$ cat src/rtl/pulse_synch_pkg.sv
// Shared types and default sizing for the fast-to-slow pulse handshake transmitter.
package pulse_synch_pkg;

  localparam int DEF_SYNC_STAGES = 2;
  localparam int DEF_CNT_W       = 4;

  typedef enum logic [1:0] {
    ST_IDLE        = 2'd0,
    ST_REQ_HI      = 2'd1,
    ST_ACK_WAIT_LO = 2'd2
  } hs_state_e;

  // A launch is any entry into REQ_HI from a state that was not already requesting.
  function automatic logic is_launch(input hs_state_e cur, input hs_state_e nxt);
    return (nxt == ST_REQ_HI) && (cur != ST_REQ_HI);
  endfunction

endpackage

$ cat src/rtl/pulse_handshake_tx_if.sv
// Pulse/acknowledge bundle between the fast-domain event source, the transmitter
// and the slow-domain receiver. The transmitter takes the master side.
interface pulse_handshake_tx_if
  import pulse_synch_pkg::*;
#(
  parameter int CNT_W = DEF_CNT_W
);

  logic             i_pulse;
  logic             i_ack;
  logic             i_clr_ovf;
  logic             o_req;
  logic             o_busy;
  logic [CNT_W-1:0] o_pending;
  logic             o_done;
  logic             o_overflow;

  modport master (
    input  i_pulse, i_ack, i_clr_ovf,
    output o_req, o_busy, o_pending, o_done, o_overflow
  );

  modport slave (
    output i_pulse, i_ack, i_clr_ovf,
    input  o_req, o_busy, o_pending, o_done, o_overflow
  );

endinterface

$ cat src/rtl/bit_synch.sv
// Multi-flop single-bit synchronizer; output is the last flop of the chain.
module bit_synch #(
  parameter int STAGES = 2
) (
  input  logic clk,
  input  logic rst,
  input  logic d,
  output logic q
);

  logic [STAGES-1:0] sync_r;

  // shift the asynchronous input through the synchronizer chain
  always_ff @(posedge clk or posedge rst) begin
    if (rst) begin
      sync_r <= {STAGES{1'b0}};
    end else begin
      sync_r <= {sync_r[STAGES-2:0], d};
    end
  end

  assign q = sync_r[STAGES-1];

endmodule

$ cat src/rtl/pulse_handshake_tx.sv
// Carries single-cycle fast-domain events across to a slow receiver with a
// four-phase req/ack handshake, queueing events that arrive while busy.
module pulse_handshake_tx
  import pulse_synch_pkg::*;
#(
  parameter int SYNC_STAGES = DEF_SYNC_STAGES,
  parameter int CNT_W       = DEF_CNT_W
) (
  input logic                  i_fast_clk,
  input logic                  i_rst,
  pulse_handshake_tx_if.master hs
);

  localparam logic [CNT_W-1:0] PEND_MAX  = {CNT_W{1'b1}};
  localparam logic [CNT_W-1:0] PEND_ONE  = CNT_W'(1'b1);
  localparam logic [CNT_W-1:0] PEND_ZERO = {CNT_W{1'b0}};

  hs_state_e        state_r;
  hs_state_e        state_s;
  logic             ack_s;
  logic             work_s;
  logic             launch_s;
  logic             drop_s;
  logic             ovf_s;
  logic [CNT_W-1:0] pend_s;
  logic [CNT_W-1:0] pend_r;
  logic             req_r;
  logic             busy_r;
  logic             done_r;
  logic             ovf_r;

  bit_synch #(.STAGES(SYNC_STAGES)) u_ack_synch (
    .clk (i_fast_clk),
    .rst (i_rst),
    .d   (hs.i_ack),
    .q   (ack_s)
  );

  // next-state: a request is only ever raised while the synchronized ack is low
  always_comb begin
    state_s = state_r;
    work_s  = hs.i_pulse || (pend_r != PEND_ZERO);
    case (state_r)
      ST_IDLE: begin
        if (work_s && !ack_s) state_s = ST_REQ_HI;
        else                  state_s = ST_IDLE;
      end
      ST_REQ_HI: begin
        if (ack_s) state_s = ST_ACK_WAIT_LO;
        else       state_s = ST_REQ_HI;
      end
      ST_ACK_WAIT_LO: begin
        if (ack_s)       state_s = ST_ACK_WAIT_LO;
        else if (work_s) state_s = ST_REQ_HI;
        else             state_s = ST_IDLE;
      end
      default: state_s = ST_IDLE;
    endcase
  end

  // pending count: a pulse coinciding with a launch is consumed by it directly
  always_comb begin
    launch_s = is_launch(state_r, state_s);
    pend_s   = pend_r;
    drop_s   = 1'b0;
    ovf_s    = ovf_r;
    if (launch_s && !hs.i_pulse) begin
      pend_s = pend_r - PEND_ONE;
    end else if (!launch_s && hs.i_pulse) begin
      if (pend_r == PEND_MAX) drop_s = 1'b1;
      else                    pend_s = pend_r + PEND_ONE;
    end else begin
      pend_s = pend_r;
    end
    if (drop_s)             ovf_s = 1'b1;
    else if (hs.i_clr_ovf)  ovf_s = 1'b0;
    else                    ovf_s = ovf_r;
  end

  // state register and registered decodes of the next state
  always_ff @(posedge i_fast_clk or posedge i_rst) begin
    if (i_rst) begin
      state_r <= ST_IDLE;
      req_r   <= 1'b0;
      busy_r  <= 1'b0;
      done_r  <= 1'b0;
      pend_r  <= PEND_ZERO;
      ovf_r   <= 1'b0;
    end else begin
      state_r <= state_s;
      req_r   <= (state_s == ST_REQ_HI);
      busy_r  <= (state_s != ST_IDLE);
      done_r  <= (state_r == ST_REQ_HI) && (state_s == ST_ACK_WAIT_LO);
      pend_r  <= pend_s;
      ovf_r   <= ovf_s;
    end
  end

  assign hs.o_req      = req_r;
  assign hs.o_busy     = busy_r;
  assign hs.o_pending  = pend_r;
  assign hs.o_done     = done_r;
  assign hs.o_overflow = ovf_r;

endmodule

$ cat src/flat_wrapper.sv
// flat-port wrapper written by rule: the top's interface ports become plain ports
module pulse_handshake_tx_flat import pulse_synch_pkg::*;
#(
  parameter int SYNC_STAGES = DEF_SYNC_STAGES,
  parameter int CNT_W       = DEF_CNT_W
)
  (i_fast_clk, i_rst, hs_i_pulse, hs_i_ack, hs_i_clr_ovf, hs_o_req, hs_o_busy, hs_o_pending, hs_o_done, hs_o_overflow);
  pulse_handshake_tx_if #(.CNT_W(CNT_W)) hs_i ();
  input logic i_fast_clk;
  input logic i_rst;
  input wire logic [$bits(hs_i.i_pulse)-1:0] hs_i_pulse;
  input wire logic [$bits(hs_i.i_ack)-1:0] hs_i_ack;
  input wire logic [$bits(hs_i.i_clr_ovf)-1:0] hs_i_clr_ovf;
  output wire logic [$bits(hs_i.o_req)-1:0] hs_o_req;
  output wire logic [$bits(hs_i.o_busy)-1:0] hs_o_busy;
  output wire logic [$bits(hs_i.o_pending)-1:0] hs_o_pending;
  output wire logic [$bits(hs_i.o_done)-1:0] hs_o_done;
  output wire logic [$bits(hs_i.o_overflow)-1:0] hs_o_overflow;
  assign hs_i.i_pulse = hs_i_pulse;
  assign hs_i.i_ack = hs_i_ack;
  assign hs_i.i_clr_ovf = hs_i_clr_ovf;
  assign hs_o_req = hs_i.o_req;
  assign hs_o_busy = hs_i.o_busy;
  assign hs_o_pending = hs_i.o_pending;
  assign hs_o_done = hs_i.o_done;
  assign hs_o_overflow = hs_i.o_overflow;
  pulse_handshake_tx #(.SYNC_STAGES(SYNC_STAGES), .CNT_W(CNT_W)) u_core (.i_fast_clk(i_fast_clk), .i_rst(i_rst), .hs(hs_i));
endmodule
$ cat config.mk
export PLATFORM = sky130hd
export DESIGN_NAME = pulse_handshake_tx_flat
export DESIGN_NICKNAME = d
export VERILOG_FILES = /design/src/rtl/pulse_synch_pkg.sv /design/src/rtl/pulse_handshake_tx_if.sv /design/src/rtl/bit_synch.sv /design/src/rtl/pulse_handshake_tx.sv /design/src/flat_wrapper.sv
export SDC_FILE = /design/constraint.sdc
export NUM_CORES = 1
export LEC_CHECK = 0
export ABC_AREA = 1
export ABC_CLOCK_PERIOD_IN_PS = 2400
export BUFFER_PORTS_ARGS = -buffer_cell sky130_fd_sc_hd__buf_2
export CAP_MARGIN = 15
export CORE_AREA = 2 2 39 41
export CTS_CLUSTER_DIAMETER = 150
export DETAILED_ROUTE_END_ITERATION = 8
export DIE_AREA = 0 0 41 43
export PLACE_DENSITY = 0.69
export SYNTH_ARGS = -nofsm -noshare
export SYNTH_HDL_FRONTEND = slang
export SYNTH_SLANG_ARGS = --single-unit
$ cat constraint.sdc
create_clock -name i_fast_clk -period 2.4 [get_ports i_fast_clk]
set_clock_uncertainty 0.15 [all_clocks]
set_input_delay 0.48 -clock i_fast_clk [delete_from_list [all_inputs] [get_ports i_fast_clk]]
set_output_delay 0.48 -clock i_fast_clk [all_outputs]
set_load 0.03 [all_outputs]
==> metrics <==
required time worst endpoint 2.41 ns; CP Launch Type register; boundary pin count 13; share of the clock period used by the worst path after layout 86.3%; count of yosys warnings during synthesis 0; total congestion overflow 0; insertion delay of the later-clocked pin in the worst-skew pair 0.27 ns; Setup crit end kind register; total of fill cells in the finished design 129; maximum clock rate 483 MHz; path type of the worst min-delay path input port to async pin; clock net sink count 12; clock-pin transition on the worst setup and hold timing paths 0.08 ns; highest ir drop seen on vdd 0.000522 V; total of max-cap violations 0; IO Port Bufs 12; via count of the first global-routing pass 415; clock root cell sky130_fd_sc_hd__clkbuf_4; Mapped Area 613 um2; critical path data arrival time 2.09 ns; total of flip-flops plus latches after synthesis 12; Initial Utilization 44.3%; Setup Total Neg Slack 0 ns; slowest stage delay, CP 0.44 ns; share of cell area taken by muxes after synthesis 0%; chip width 41 um; maximum number of pins on one net before global-route repair 13; Syn Nets 83; core footprint 1380 um2; CTS tree built; buffer depth of the longest clock path 2; CTS resizes 0; Crit Path Category register to register; Slew @ Worst Pin 0.461 ns; nets 101; dominant combinational cell family by area after synthesis simple AND/OR/NAND/NOR gates; DRC Markers 0; DRT Wirelength 1040 um; die footprint 1760 um2; floorplan die height 43 um; number of antenna violations at the first check in global routing 0; critical path buffer and inverter count 2; Setup Viol. Count Final 0; highest net fanout along the worst path 6; layout cell share with drive strength beyond 1 26.4%; Final Critical Period 2.07 ns; share of synthesized cell area in and, or, nand and nor gates 25.1%; worst-path cell with the longest stage delay sky130_fd_sc_hd__dfrtp_1; post-synthesis cell type count 17; unrepaired setup endpoints after global routing false; via count 513; via count normalized by instance count 4.79; sum of net half-perimeters after detailed placement 784 um; Site Rows 14; remaining number of nets flagged by the antenna check after routing 0; leakage power total 0.000427 uW; adder-cell share of the synthesized area 8.16%; normalized max-slew margin 69.2%; Iter 0 DRT Violations 17; antenna diode instance count 0; total power density per cell area 1120 nW/um2; Layout Cell Area excl Fill 737 um2; number of H-tree branching levels 1; instance count of the mapped netlist 74; routed length per placed instance 9.67 um; dominant cell type by area after synthesis sky130_fd_sc_hd__dfrtp_1; relative area change from synthesis to final layout 20.2%; Hold Worst Slack 0.0500 ns; hold violation total from the final report 0; Top delay family on crit path simple AND/OR/NAND/NOR gates; cells traversed along the worst timing path inv_1, nand4_1, nand3_2, nor2_1, ha_1, inv_1, nand2_1, nand2_1, ha_1, a21oi_1, xor2_1, o21ai_1; total CTS buffers 3; Seq. cell area 300 um2; parity-gate share of the synthesized area counting xor and xnor cells 1.43%; Slew Limit Fails 0; status completed; Compound-Gate Fraction of Synth Area 5.31%; final core area utilization 53.3%; hold buffer count at CTS 0; Yosys top cell area share 49.0%; detailed-routing iteration count for the pre-antenna-repair pass 4; number of buffers added for setup after CTS 0; placement-stage cell area 701 um2; area occupied by multi-input gates 245 um2; Total Routing Usage GR 15.1%; share of synthesized area occupied by flip-flops and latches 49.0%; leading cell types by total area after synthesis sky130_fd_sc_hd__dfrtp_1, sky130_fd_sc_hd__nand2_1, sky130_fd_sc_hd__inv_1, sky130_fd_sc_hd__ha_1, sky130_fd_sc_hd__nor2_1; Synth Area per Inst 8.28 um2; global-route wire length before repair 1750 um; RD Place Congestion 0.810
==> through the flow <==
step	total power [uW]	worst slack (ns)	std cells
after global placement	662	0.233	103
final	822	0.329	107
after floorplan	575	0.228	74
after CTS	831	0.316	107
after global routing	894	0.0750	107
after detailed placement	667	0.213	103
==> layout make-up <==
cell class / instances / area share, %
flip-flops and latches: 12 / 40.7
multi-input cells: 44 / 33.3
repair buffers: 13 / 9.17
inverters: 18 / 9.17
clock buffers: 4 / 4.92
well taps: 16 / 2.72
==> metal layers <==
metal	routed length, um	global-route usage [%]
met1	461	19.2
met5	0	0
met4	10	8.00
met2	482	20.9
met3	81	6.28
==> cell usage after synthesis <==
master / n
sky130_fd_sc_hd__nor2_2: 3
sky130_fd_sc_hd__nor2_4: 1
sky130_fd_sc_hd__o21ai_0: 2
sky130_fd_sc_hd__inv_1: 16
sky130_fd_sc_hd__nand2_1: 17
sky130_fd_sc_hd__nand4_1: 1
sky130_fd_sc_hd__inv_2: 2
sky130_fd_sc_hd__xor2_1: 1
sky130_fd_sc_hd__ha_1: 4
sky130_fd_sc_hd__dfrtp_1: 12
sky130_fd_sc_hd__nor2_1: 5
sky130_fd_sc_hd__o21ai_1: 2
sky130_fd_sc_hd__nor3_1: 2
sky130_fd_sc_hd__a21oi_1: 1
sky130_fd_sc_hd__o31ai_1: 1
sky130_fd_sc_hd__nand3_2: 1
sky130_fd_sc_hd__nand3_1: 3
==> power by group <==
part	leakage [uW]	internal, uW	switching [uW]
registers	0.000147	252	55.3
logic	0.000258	119	235
clock network	0.0000210	92.2	69.7
==> cells by family (layout without fill, tap and decap cells) <==
group	after synthesis	count (layout)
flops	12	12
buf+inv	18	35
compound gates	6	6
xor+xnor	1	1
fa+ha+maj	4	4
simple gates	33	33
==> state kept, by name, indices dropped and copies added (netlist names) <==
name                       count
u_core.hs.o_req                1
u_core.hs.o_done               1
u_core.state_r                 2
u_core.hs.o_busy               1
u_core.hs.o_pending            4
u_core.hs.o_overflow           1
u_core.u_ack_synch.sync_r      2
==> final timing paths <==
kind / slack (ns) / start / end / cells after the start
hold / removal: 0.05 / i_rst / u_core.u_ack_synch.sync_r[1]$_DFF_PP0_ / 2
setup reg to reg: 0.33 / u_core.hs.o_pending[0]$_DFFE_PP0P_ / u_core.hs.o_pending[2]$_DFFE_PP0P_ / 12
max in group asynchronous: 1.74 / i_rst / u_core.hs.o_pending[2]$_DFFE_PP0P_ / 2
hold reg to reg: 0.20 / u_core.u_ack_synch.sync_r[0]$_DFF_PP0_ / u_core.u_ack_synch.sync_r[1]$_DFF_PP0_ / 0
setup / recovery: 0.33 / u_core.hs.o_pending[0]$_DFFE_PP0P_ / u_core.hs.o_pending[2]$_DFFE_PP0P_ / 12
min in group i_fast_clk: 0.16 / hs_i_ack / u_core.u_ack_synch.sync_r[0]$_DFF_PP0_ / 1
==> placed cells by master (no fill, tap or decap), drive strengths merged <==
| cell | instances |
|---|---|
| xor2 | 1 |
| a21oi | 1 |
| buf | 13 |
| o31ai | 1 |
| nor3 | 2 |
| nor2 | 9 |
| o21ai | 4 |
| nand2 | 17 |
| nand4 | 1 |
| inv | 18 |
| dfrtp | 12 |
| clkbuf | 4 |
| nand3 | 4 |
| ha | 4 |
(Power assumes the default switching activity.)
